### src/rtl/load_store_unit_pkg.sv
// Shared definitions for the load/store unit: funct3 size encodings,
// FSM state encoding, memory map constants and small decode helpers.
package load_store_unit_pkg;

   localparam logic [2:0] LOAD_SIGNED_BYTE   = 3'b000;
   localparam logic [2:0] LOAD_SIGNED_HALF   = 3'b001;
   localparam logic [2:0] LOAD_WORD          = 3'b010;
   localparam logic [2:0] LOAD_UNSIGNED_BYTE = 3'b100;
   localparam logic [2:0] LOAD_UNSIGNED_HALF = 3'b101;

   localparam logic [2:0] STORE_BYTE = 3'b000;
   localparam logic [2:0] STORE_HALF = 3'b001;
   localparam logic [2:0] STORE_WORD = 3'b010;

   localparam logic [31:0] ROM_BASE = 32'h0000_0000;
   localparam logic [31:0] RAM_BASE = 32'h0000_1000;

   typedef enum logic [1:0] {
      IDLE   = 2'd0,
      ACCESS = 2'd1,
      RESP   = 2'd2
   } lsu_state_t;

   // 011, 110 and 111 have no meaning as a size
   function automatic logic size_is_legal(input logic [2:0] s);
      return (s != 3'b011) && (s != 3'b110) && (s != 3'b111);
   endfunction

   function automatic logic is_aligned(input logic [2:0] s, input logic [1:0] a);
      return (s[1:0] == 2'b00) || ((s[1:0] == 2'b01) && !a[0]) || (a == 2'b00);
   endfunction

   // index of the final byte of a split access: 1 for halfword, 3 for word
   function automatic logic [1:0] last_byte_index(input logic [2:0] s);
      return s[1] ? 2'd3 : 2'd1;
   endfunction

endpackage

### src/rtl/load_store_unit_if.sv
// Request/response and memory-port bundle of the load/store unit.
// master: the unit itself; slave: pipeline plus memory block.
interface load_store_unit_if #(
   parameter int XLEN = 32
);
   logic            req_valid;
   logic            req_ready;
   logic            req_is_store;
   logic [2:0]      req_size_and_sign;
   logic [XLEN-1:0] req_address;
   logic [XLEN-1:0] req_store_data;

   logic            resp_valid;
   logic [XLEN-1:0] resp_data;
   logic            resp_error;

   logic [XLEN-1:0] mem_read_address;
   logic [XLEN-1:0] mem_read_data;
   logic            mem_illegal_read_address;
   logic            mem_illegal_write_address;
   logic [2:0]      mem_size_and_sign;
   logic [XLEN-1:0] mem_write_address;
   logic [XLEN-1:0] mem_write_data;
   logic            mem_write_enable;

   modport master (
      input  req_valid, req_is_store, req_size_and_sign, req_address, req_store_data,
      input  mem_read_data, mem_illegal_read_address, mem_illegal_write_address,
      output req_ready, resp_valid, resp_data, resp_error,
      output mem_read_address, mem_size_and_sign, mem_write_address, mem_write_data,
      output mem_write_enable
   );

   modport slave (
      output req_valid, req_is_store, req_size_and_sign, req_address, req_store_data,
      output mem_read_data, mem_illegal_read_address, mem_illegal_write_address,
      input  req_ready, resp_valid, resp_data, resp_error,
      input  mem_read_address, mem_size_and_sign, mem_write_address, mem_write_data,
      input  mem_write_enable
   );
endinterface

### src/rtl/load_extend.sv
// Combinational sign/zero extension of right-aligned load data by funct3.
module load_extend
   import load_store_unit_pkg::*;
#(
   parameter int XLEN = 32
) (
   input  logic [2:0]      size_and_sign,
   input  logic [XLEN-1:0] raw_data,
   output logic [XLEN-1:0] ext_data
);

   // select the extension rule for the requested size
   always_comb begin
      ext_data = raw_data;
      case (size_and_sign)
         LOAD_SIGNED_BYTE:   ext_data = {{(XLEN-8){raw_data[7]}}, raw_data[7:0]};
         LOAD_SIGNED_HALF:   ext_data = {{(XLEN-16){raw_data[15]}}, raw_data[15:0]};
         LOAD_UNSIGNED_BYTE: ext_data = {{(XLEN-8){1'b0}}, raw_data[7:0]};
         LOAD_UNSIGNED_HALF: ext_data = {{(XLEN-16){1'b0}}, raw_data[15:0]};
         default:            ext_data = raw_data;
      endcase
   end

endmodule

### src/rtl/load_store_unit.sv
// Load/store unit: accepts one request at a time, runs it against the
// data memory and returns an extended result or an error.
// Build option LSU_MISALIGNED_SPLIT_EN: misaligned H/HU/W accesses are split
// into little-endian byte accesses; without it they return an error.
//
// state  | meaning
// IDLE   | ready for a request
// ACCESS | memory port driven (one cycle, or one per byte when splitting)
// RESP   | resp_valid pulse with result
module load_store_unit
   import load_store_unit_pkg::*;
#(
   parameter int XLEN = 32
) (
   input logic               clk,
   input logic               rst_n,
   load_store_unit_if.master bus
);

   lsu_state_t      state_q, state_d;
   logic [XLEN-1:0] addr_q, wdata_q, rdata_q, rdata_d;
   logic [2:0]      size_q;
   logic            is_store_q, error_q, error_d;
   logic [XLEN-1:0] ext_in, ext_out;
   logic            accept, size_ok, aligned, mem_err;
`ifdef LSU_MISALIGNED_SPLIT_EN
   logic [1:0]      byte_cnt_q, byte_cnt_d;
   logic [XLEN-1:0] asm_q, asm_d;
   logic            split, last_byte;
`endif

   assign accept  = bus.req_valid && (state_q == IDLE);
   assign size_ok = size_is_legal(size_q);
   assign aligned = is_aligned(size_q, addr_q[1:0]);
   assign mem_err = is_store_q ? bus.mem_illegal_write_address : bus.mem_illegal_read_address;

`ifdef LSU_MISALIGNED_SPLIT_EN
   assign split     = size_ok && !aligned;
   assign last_byte = (byte_cnt_q == last_byte_index(size_q));
   // memory returns each split byte as BU, so it lands at bits [7:0]
   assign asm_d     = asm_q | (XLEN'(bus.mem_read_data[7:0]) << {byte_cnt_q, 3'b000});
   assign ext_in    = split ? asm_d : bus.mem_read_data;
`else
   assign ext_in    = bus.mem_read_data;
`endif

   load_extend #(.XLEN(XLEN)) u_load_extend (
      .size_and_sign (size_q),
      .raw_data      (ext_in),
      .ext_data      (ext_out)
   );

   // state register
   always_ff @(posedge clk or negedge rst_n) begin
      if (!rst_n) state_q <= IDLE;
      else        state_q <= state_d;
   end

   // next state, memory port and response outputs
   always_comb begin
      state_d                = state_q;
      rdata_d                = rdata_q;
      error_d                = error_q;
      bus.req_ready          = (state_q == IDLE);
      bus.resp_valid         = 1'b0;
      bus.resp_data          = '0;
      bus.resp_error         = 1'b0;
      bus.mem_read_address   = '0;
      bus.mem_write_address  = '0;
      bus.mem_write_data     = '0;
      bus.mem_size_and_sign  = '0;
      bus.mem_write_enable   = 1'b0;
`ifdef LSU_MISALIGNED_SPLIT_EN
      byte_cnt_d             = byte_cnt_q;
`endif
      case (state_q)
         IDLE: begin
            if (bus.req_valid) begin
               state_d = ACCESS;
`ifdef LSU_MISALIGNED_SPLIT_EN
               byte_cnt_d = 2'd0;
`endif
            end
         end
         ACCESS: begin
            bus.mem_read_address  = addr_q;
            bus.mem_write_address = addr_q;
            bus.mem_size_and_sign = size_q;
            state_d = RESP;
            rdata_d = '0;
            error_d = 1'b1;
            if (size_ok && aligned) begin
               bus.mem_write_data   = wdata_q;
               bus.mem_write_enable = is_store_q;
               error_d = mem_err;
               rdata_d = (is_store_q || mem_err) ? '0 : ext_out;
            end
`ifdef LSU_MISALIGNED_SPLIT_EN
            else if (split) begin
               bus.mem_read_address  = addr_q + XLEN'(byte_cnt_q);
               bus.mem_write_address = addr_q + XLEN'(byte_cnt_q);
               bus.mem_size_and_sign = is_store_q ? STORE_BYTE : LOAD_UNSIGNED_BYTE;
               bus.mem_write_data    = XLEN'(wdata_q[{byte_cnt_q, 3'b000} +: 8]);
               bus.mem_write_enable  = is_store_q;
               error_d = mem_err;
               if (!mem_err && !last_byte) begin
                  state_d    = ACCESS;
                  byte_cnt_d = byte_cnt_q + 2'd1;
               end else if (!mem_err && !is_store_q) begin
                  rdata_d = ext_out;
               end
            end
`endif
         end
         RESP: begin
            bus.resp_valid = 1'b1;
            bus.resp_data  = rdata_q;
            bus.resp_error = error_q;
            state_d        = IDLE;
         end
         default: state_d = IDLE;
      endcase
   end

   // request capture and result registers
   always_ff @(posedge clk or negedge rst_n) begin
      if (!rst_n) begin
         addr_q     <= '0;
         wdata_q    <= '0;
         size_q     <= '0;
         is_store_q <= 1'b0;
         rdata_q    <= '0;
         error_q    <= 1'b0;
`ifdef LSU_MISALIGNED_SPLIT_EN
         byte_cnt_q <= '0;
         asm_q      <= '0;
`endif
      end else begin
         if (accept) begin
            addr_q     <= bus.req_address;
            wdata_q    <= bus.req_store_data;
            size_q     <= bus.req_size_and_sign;
            is_store_q <= bus.req_is_store;
         end
         rdata_q <= rdata_d;
         error_q <= error_d;
`ifdef LSU_MISALIGNED_SPLIT_EN
         byte_cnt_q <= byte_cnt_d;
         if (accept)                 asm_q <= '0;
         else if (state_q == ACCESS) asm_q <= asm_d;
`endif
      end
   end

endmodule

### src/flat_wrapper.sv
// flat-port wrapper written by rule: the top's interface ports become plain ports
module load_store_unit_flat import load_store_unit_pkg::*;
#(
   parameter int XLEN = 32
)
  (clk, rst_n, bus_req_valid, bus_req_is_store, bus_req_size_and_sign, bus_req_address, bus_req_store_data, bus_mem_read_data, bus_mem_illegal_read_address, bus_mem_illegal_write_address, bus_req_ready, bus_resp_valid, bus_resp_data, bus_resp_error, bus_mem_read_address, bus_mem_size_and_sign, bus_mem_write_address, bus_mem_write_data, bus_mem_write_enable);
  load_store_unit_if #(.XLEN(XLEN)) bus_i ();
  input logic clk;
  input logic rst_n;
  input wire logic [$bits(bus_i.req_valid)-1:0] bus_req_valid;
  input wire logic [$bits(bus_i.req_is_store)-1:0] bus_req_is_store;
  input wire logic [$bits(bus_i.req_size_and_sign)-1:0] bus_req_size_and_sign;
  input wire logic [$bits(bus_i.req_address)-1:0] bus_req_address;
  input wire logic [$bits(bus_i.req_store_data)-1:0] bus_req_store_data;
  input wire logic [$bits(bus_i.mem_read_data)-1:0] bus_mem_read_data;
  input wire logic [$bits(bus_i.mem_illegal_read_address)-1:0] bus_mem_illegal_read_address;
  input wire logic [$bits(bus_i.mem_illegal_write_address)-1:0] bus_mem_illegal_write_address;
  output wire logic [$bits(bus_i.req_ready)-1:0] bus_req_ready;
  output wire logic [$bits(bus_i.resp_valid)-1:0] bus_resp_valid;
  output wire logic [$bits(bus_i.resp_data)-1:0] bus_resp_data;
  output wire logic [$bits(bus_i.resp_error)-1:0] bus_resp_error;
  output wire logic [$bits(bus_i.mem_read_address)-1:0] bus_mem_read_address;
  output wire logic [$bits(bus_i.mem_size_and_sign)-1:0] bus_mem_size_and_sign;
  output wire logic [$bits(bus_i.mem_write_address)-1:0] bus_mem_write_address;
  output wire logic [$bits(bus_i.mem_write_data)-1:0] bus_mem_write_data;
  output wire logic [$bits(bus_i.mem_write_enable)-1:0] bus_mem_write_enable;
  assign bus_i.req_valid = bus_req_valid;
  assign bus_i.req_is_store = bus_req_is_store;
  assign bus_i.req_size_and_sign = bus_req_size_and_sign;
  assign bus_i.req_address = bus_req_address;
  assign bus_i.req_store_data = bus_req_store_data;
  assign bus_i.mem_read_data = bus_mem_read_data;
  assign bus_i.mem_illegal_read_address = bus_mem_illegal_read_address;
  assign bus_i.mem_illegal_write_address = bus_mem_illegal_write_address;
  assign bus_req_ready = bus_i.req_ready;
  assign bus_resp_valid = bus_i.resp_valid;
  assign bus_resp_data = bus_i.resp_data;
  assign bus_resp_error = bus_i.resp_error;
  assign bus_mem_read_address = bus_i.mem_read_address;
  assign bus_mem_size_and_sign = bus_i.mem_size_and_sign;
  assign bus_mem_write_address = bus_i.mem_write_address;
  assign bus_mem_write_data = bus_i.mem_write_data;
  assign bus_mem_write_enable = bus_i.mem_write_enable;
  load_store_unit #(.XLEN(XLEN)) u_core (.clk(clk), .rst_n(rst_n), .bus(bus_i));
endmodule
### config.mk
export PLATFORM = sky130hd
export DESIGN_NAME = load_store_unit_flat
export DESIGN_NICKNAME = d
export VERILOG_FILES = /design/src/rtl/load_store_unit_pkg.sv /design/src/rtl/load_store_unit_if.sv /design/src/rtl/load_extend.sv /design/src/rtl/load_store_unit.sv /design/src/flat_wrapper.sv
export SDC_FILE = /design/constraint.sdc
export NUM_CORES = 1
export LEC_CHECK = 0
export ABC_AREA = 1
export BUFFER_PORTS_ARGS = -buffer_cell sky130_fd_sc_hd__buf_4
export CAP_MARGIN = 20
export CORE_MARGIN = 2
export CORE_UTILIZATION = 50
export DETAILED_ROUTE_END_ITERATION = 6
export PLACE_DENSITY = 0.8
export SLEW_MARGIN = 40
export SYNTH_ARGS = -nofsm -noshare
export SYNTH_HDL_FRONTEND = slang
export SYNTH_HIERARCHICAL = 1
export SYNTH_SLANG_ARGS = --single-unit
### constraint.sdc
create_clock -name clk -period 3 [get_ports clk]
set_clock_uncertainty 0.2 [all_clocks]
set_input_delay 0 -clock clk [delete_from_list [all_inputs] [get_ports clk]]
set_output_delay 0 -clock clk [all_outputs]
set_load 0.005 [all_outputs]
* After elaboration in Yosys (flattened, before gate mapping)
Cells that the tools add are included.
** Cells by class
- Multiplexer cells :: 16
- Eq/ne operators :: 10
- Reduce and logical (&&, ||, !) cells :: 13
** Operators with widths (number)
- two-way mux 32 bit :: 6
- one-hot mux 32 bit (4 select lines) :: 1
- == test 3 bit, second input constant :: 2
- logical NOT 2 bit :: 3
- two-way mux 1 bit :: 6
- != test 3 bit, second input constant :: 2
- logical AND 1 bit :: 5
- == test 2 x 1 -> 1 bit, second input constant :: 2
- one-hot mux 2 bit (2 select lines) :: 1
- == test 3 x 1 -> 1 bit, second input constant :: 1
- logical NOT 3 bit :: 1
- logical OR 1 bit :: 3
- two-way mux 3 bit :: 1
- != test 3 x 2 -> 1 bit, second input constant :: 1
- == test 2 bit, second input constant :: 1
- two-way mux 2 bit :: 1
- != test 2 bit, second input constant :: 1
- logical NOT 1 bit :: 1
** Word-level totals
- Output and inout bits :: 135
- Register bits :: 103
- Word-level logic and storage cells :: 46

* Logic depth before layout (Yosys ltp)
- Depth after elaboration :: 7
- Gate-level depth with buffers :: 9
- Mapped depth without buffers :: 8

* By module
Netlist, hierarchy kept.
** Modules (own cells, without submodules)
- load_store_unit :: cells an instance 728, area an instance 5253.8 µm², times used 1
- load_extend :: cells an instance 70, area an instance 389.1 µm², times used 1

* Worst setup path before layout
Ideal clock, no wire load.
- Path type :: register -> register
- From :: register u_core.size_q[1]
- To :: register u_core.rdata_q[17]
- Data arrival time :: 1.193 ns
- Period minus slack after synthesis :: 1.458 ns
- Path buffers :: 2
- Cell stages (with the launch flop) :: 10
- Slack :: 1.542 ns
- Path through :: dfrtp_1 -> buf_6 -> nor2_4 -> nand3_4 -> buf_6 -> nand3_1 -> inv_1 -> nor2_1 -> nand3_1 -> nand2_1
** Between the ends
- Elaborated cells between the ends (all ways) :: 18
- Classes of those cells :: eq/ne (7); mux (3); reduce/logical (8)
** RTL lines
- start, declared :: RTL line load_store_unit.sv:22 : logic [2:0] size_q;
- start signal, assigned :: RTL line load_store_unit.sv:142 : size_q <= bus.req_size_and_sign;
- == test 3 bit, or another cell as far along :: RTL line load_extend.sv:15 : case (size_and_sign)
- one-hot mux 32 bit (4 select lines) (*) :: RTL line load_extend.sv:15
- net u_core.ext_out[17] :: RTL line load_store_unit.sv:24 : logic [XLEN-1:0] ext_in, ext_out;
- two-way mux 32 bit (*) :: RTL line load_store_unit.sv:96 : rdata_d = (is_store_q || mem_err) ? '0 : ext_out;
- two-way mux 32 bit (*) :: RTL line load_store_unit.sv:92 : if (size_ok && aligned) begin
- end signal, assigned :: RTL line load_store_unit.sv:145 : rdata_q <= rdata_d;
- end, declared :: RTL line load_store_unit.sv:21 : logic [XLEN-1:0] addr_q, wdata_q, rdata_q, rdata_d;
The timed path passes the listed nets; every way through them passes the cells marked *.
A chain may end at the register's enable or synchronous reset.

* Worst setup path in the final report
- From :: register u_core.state_q[0]
- To :: register u_core.wdata_q[5]
** Between the ends
- Longest elaborated chain between the ends :: 2
** RTL lines
- start, declared :: RTL line load_store_unit.sv:20 : lsu_state_t state_q, state_d;
- start signal, assigned :: RTL line load_store_unit.sv:56 : else state_q <= state_d;
- logical NOT 2 bit :: RTL line load_store_unit.sv:32 : assign accept = bus.req_valid && (state_q == IDLE);
- logical AND 1 bit :: RTL line load_store_unit.sv:32
- end signal, assigned :: RTL line load_store_unit.sv:141 : wdata_q <= bus.req_store_data;
- end, declared :: RTL line load_store_unit.sv:21
Every way passes these cells.

==> reports/results.ini <==
[status]
status=finished clean

[timing]
hold_viol_final=0
timing.hold.ws_ps=1.72
period_share_pct=87.2
slew_viols_final=0
totalNegativeSetupSlack_ps=0
worst-slew-pin-transition_ps=790
timing.max_slew.rel_slack_pct=47.3
maxClockFrequency_mhz=382
setup_viol_count_final=0
unrepaired_setup_endpoints_after_global_routing=false
layout_min_cycle_time_ps=2620

[synthesis]
synth-adder-area-share_pct=0
yosys.area.top_type=sky130_fd_sc_hd__dfrtp_1
synthXorXnorAreaFrac_pct=0
sequential_cell_area_fraction_in_the_yosys_report_pct=45.7
synthMuxAreaShare_pct=0
synthesis.nets=903
synth.yosys.warnings=6
synthesized_area_fraction_occupied_by_and_or_nand_nor_cells_pct=33.0
synth_top_family_by_area=simple AND/OR/NAND/NOR gates
ys_types=18
syn-cell-area_sq_um=5640
syn_area_per_cell_sq_um=7.07
syn_inst=798
synthTopCellsByArea=sky130_fd_sc_hd__dfrtp_1, sky130_fd_sc_hd__nand2_1, sky130_fd_sc_hd__nor2_1
synth_top_area_share_pct=45.7
synth_compound_gate_area_share_pct=3.28
ffs_latches_synth=103

[power_and_ir_drop]
power_uw=4790
power.switching_fraction_pct=33.8
clock_power_share_pct=25.2
power_frac_comb_pct=35.8
power_per_cell_area_nw_per_um2=548
vdd_drop_max_uv=320
p_seq_share_pct=39.0
power.net_switching_uw=1620
total_leakage_power_uw=0.00477
internal_power_uw=3170

[placement]
portBuffers=239
gp_congestion=0.839
hpwl_after_detailed_placement_um=10100

[clock_tree]
cts_num_sinks=103
number_of_buffers_added_by_the_clock_tree_synthesis_step=9
clk_transition_reported_paths_ps=70
tritoncts=done
postCtsResizedCells=0
clk_latency_ps=330
cts.root.buffer_cell=sky130_fd_sc_hd__clkbuf_16
cts_buffer_depth=2
post_cts_setup_buffer_count=0
holdBufCountCts=131
maximum_level_of_the_cts_h_tree=3

[route]
routed_wirelength_um=18000
ant_nets=0
drt_drc_violations_left=0
num_vias=6136
drt-vias-per-instance=4.91
drt_iter0_markers=603
wl_per_cell_um=14.4
detailedRoute.firstPassIterationCount=5

[global_route]
grt_first_pass_wirelength_um=28200
grt_start_max_net_pins=82
gr-usage-all-layers_pct=29.7
globalRouteOverflowTotal=0
first_global_vias=5949
grt_antenna_before_repair=0

[critical_path]
worstSetupEndpointType=flip-flop
cp-start-kind=flip-flop
worstPathRequired_ps=3070
worstSetupPathType=flip-flop to flip-flop
arrival_ps=2680
path_max_fanout=55

[worst_hold_path]
min_path_type=primary input to flip-flop

[layout]
drive_above_1_share_pct=24.6
leading_cell_type_in_the_layout_fill_and_taps_excluded=sky130_fd_sc_hd__nand2_1
finalNetCount=1209
final_util_pct=79.9
flow.area_growth_from_synthesis_pct=54.8
antennaDiodeCount=0
mostFrequentLayoutCells=sky130_fd_sc_hd__nand2_1, sky130_fd_sc_hd__buf_4, sky130_fd_sc_hd__nor2_1

[floorplan]
dieArea_sq_um=12200
floorplan.die.height_um=110
num_rows=38
fp.dieW_um=110
design.core.area_sq_um=10900
floorplan.initialDensity_pct=51.6
ioPinCount=240

[flow_run]
maxCapViolations=0

power groups by stage:
stage | Combinational, uW | Sequential, uW | Clock (uW)
final | 1720 | 1870 | 1210
after global routing | 1900 | 1900 | 1290
after CTS | 1660 | 1850 | 1220
after detailed placement | 1410 | 1870 | 0
after global placement | 1380 | 1860 | 0
after floorplan | 969 | 1840 | 0
routing by layer:
layer	share of wire [%]	track usage, %	wire [um]
met1	39	36.6	6990
met5	0	0	0
met4	2.6	10.8	463
met3	7.3	5.00	1320
met2	51	52.5	9230
logic make-up (layout without fill, tap and decap cells):
group                  Yosys count  count (layout)
flip-flops                     103             103
buffers and inverters          194             505
AND/OR/NAND/NOR                464             464
AO/OA/AOI/OAI                   37              37
flip-flops by register name, summed over array words and instances, names as in the netlist:
signal	count
u_core/addr_q	32
u_core/error_q	1
u_core/is_store_q	1
u_core/rdata_q	32
u_core/size_q	3
u_core/state_q	2
u_core/wdata_q	32
final cells by class:
type,instances,area (sq um)
fillers,741,2200
multi-input cells,501,2060
flip-flops and latches,103,2580
repair buffers,380,3210
well taps,140,175
clock buffers,12,256
inverters,109,412
clock inverters,4,52.6
synthesized netlist by cell type, drive strengths merged:
cell type    n
buf         77
o21ai       36
clkbuf       8
nand2      270
dfrtp      103
clkinv       1
inv        108
nor2       142
a21oi        1
nand3       52
worst max-delay path: stages, from the launching register on:
cell,delay [ps]
sky130_fd_sc_hd__dfrtp_1,440
sky130_fd_sc_hd__nor2_4,160
sky130_fd_sc_hd__nand2_4,230
sky130_fd_sc_hd__inv_4,460
sky130_fd_sc_hd__buf_12,300
sky130_fd_sc_hd__nand2_1,80
sky130_fd_sc_hd__nand2_1,90
sky130_fd_sc_hd__dlygate4sd3_1,570
final timing paths:
kind	start	slack, ps	to	depth (start not counted)
min in group asynchronous	rst_n	40	u_core/rdata_q[25]$_DFFE_PN0P_	2
worst max register to register	u_core/state_q[0]$_DFFE_PN0P_	380	u_core/wdata_q[5]$_DFFE_PN0P_	7
max in group asynchronous	rst_n	1810	u_core/wdata_q[18]$_DFFE_PN0P_	3
worst min-delay path	bus_req_valid	2	u_core/wdata_q[17]$_DFFE_PN0P_	4
worst max-delay path	u_core/state_q[0]$_DFFE_PN0P_	380	u_core/wdata_q[5]$_DFFE_PN0P_	7
worst min register to register	u_core/rdata_q[14]$_DFFE_PN0P_	280	u_core/rdata_q[14]$_DFFE_PN0P_	2
per-stage QoR:
step	std cells	area (sq um)	setup slack (ps)
after floorplan	798	5640	1540
after global routing	1249	8740	241
final	1249	8740	384
after detailed placement	1102	7120	991
after global placement	1102	7120	1030
after CTS	1249	8740	467
Note: power is estimated with default switching activity, not from simulation.
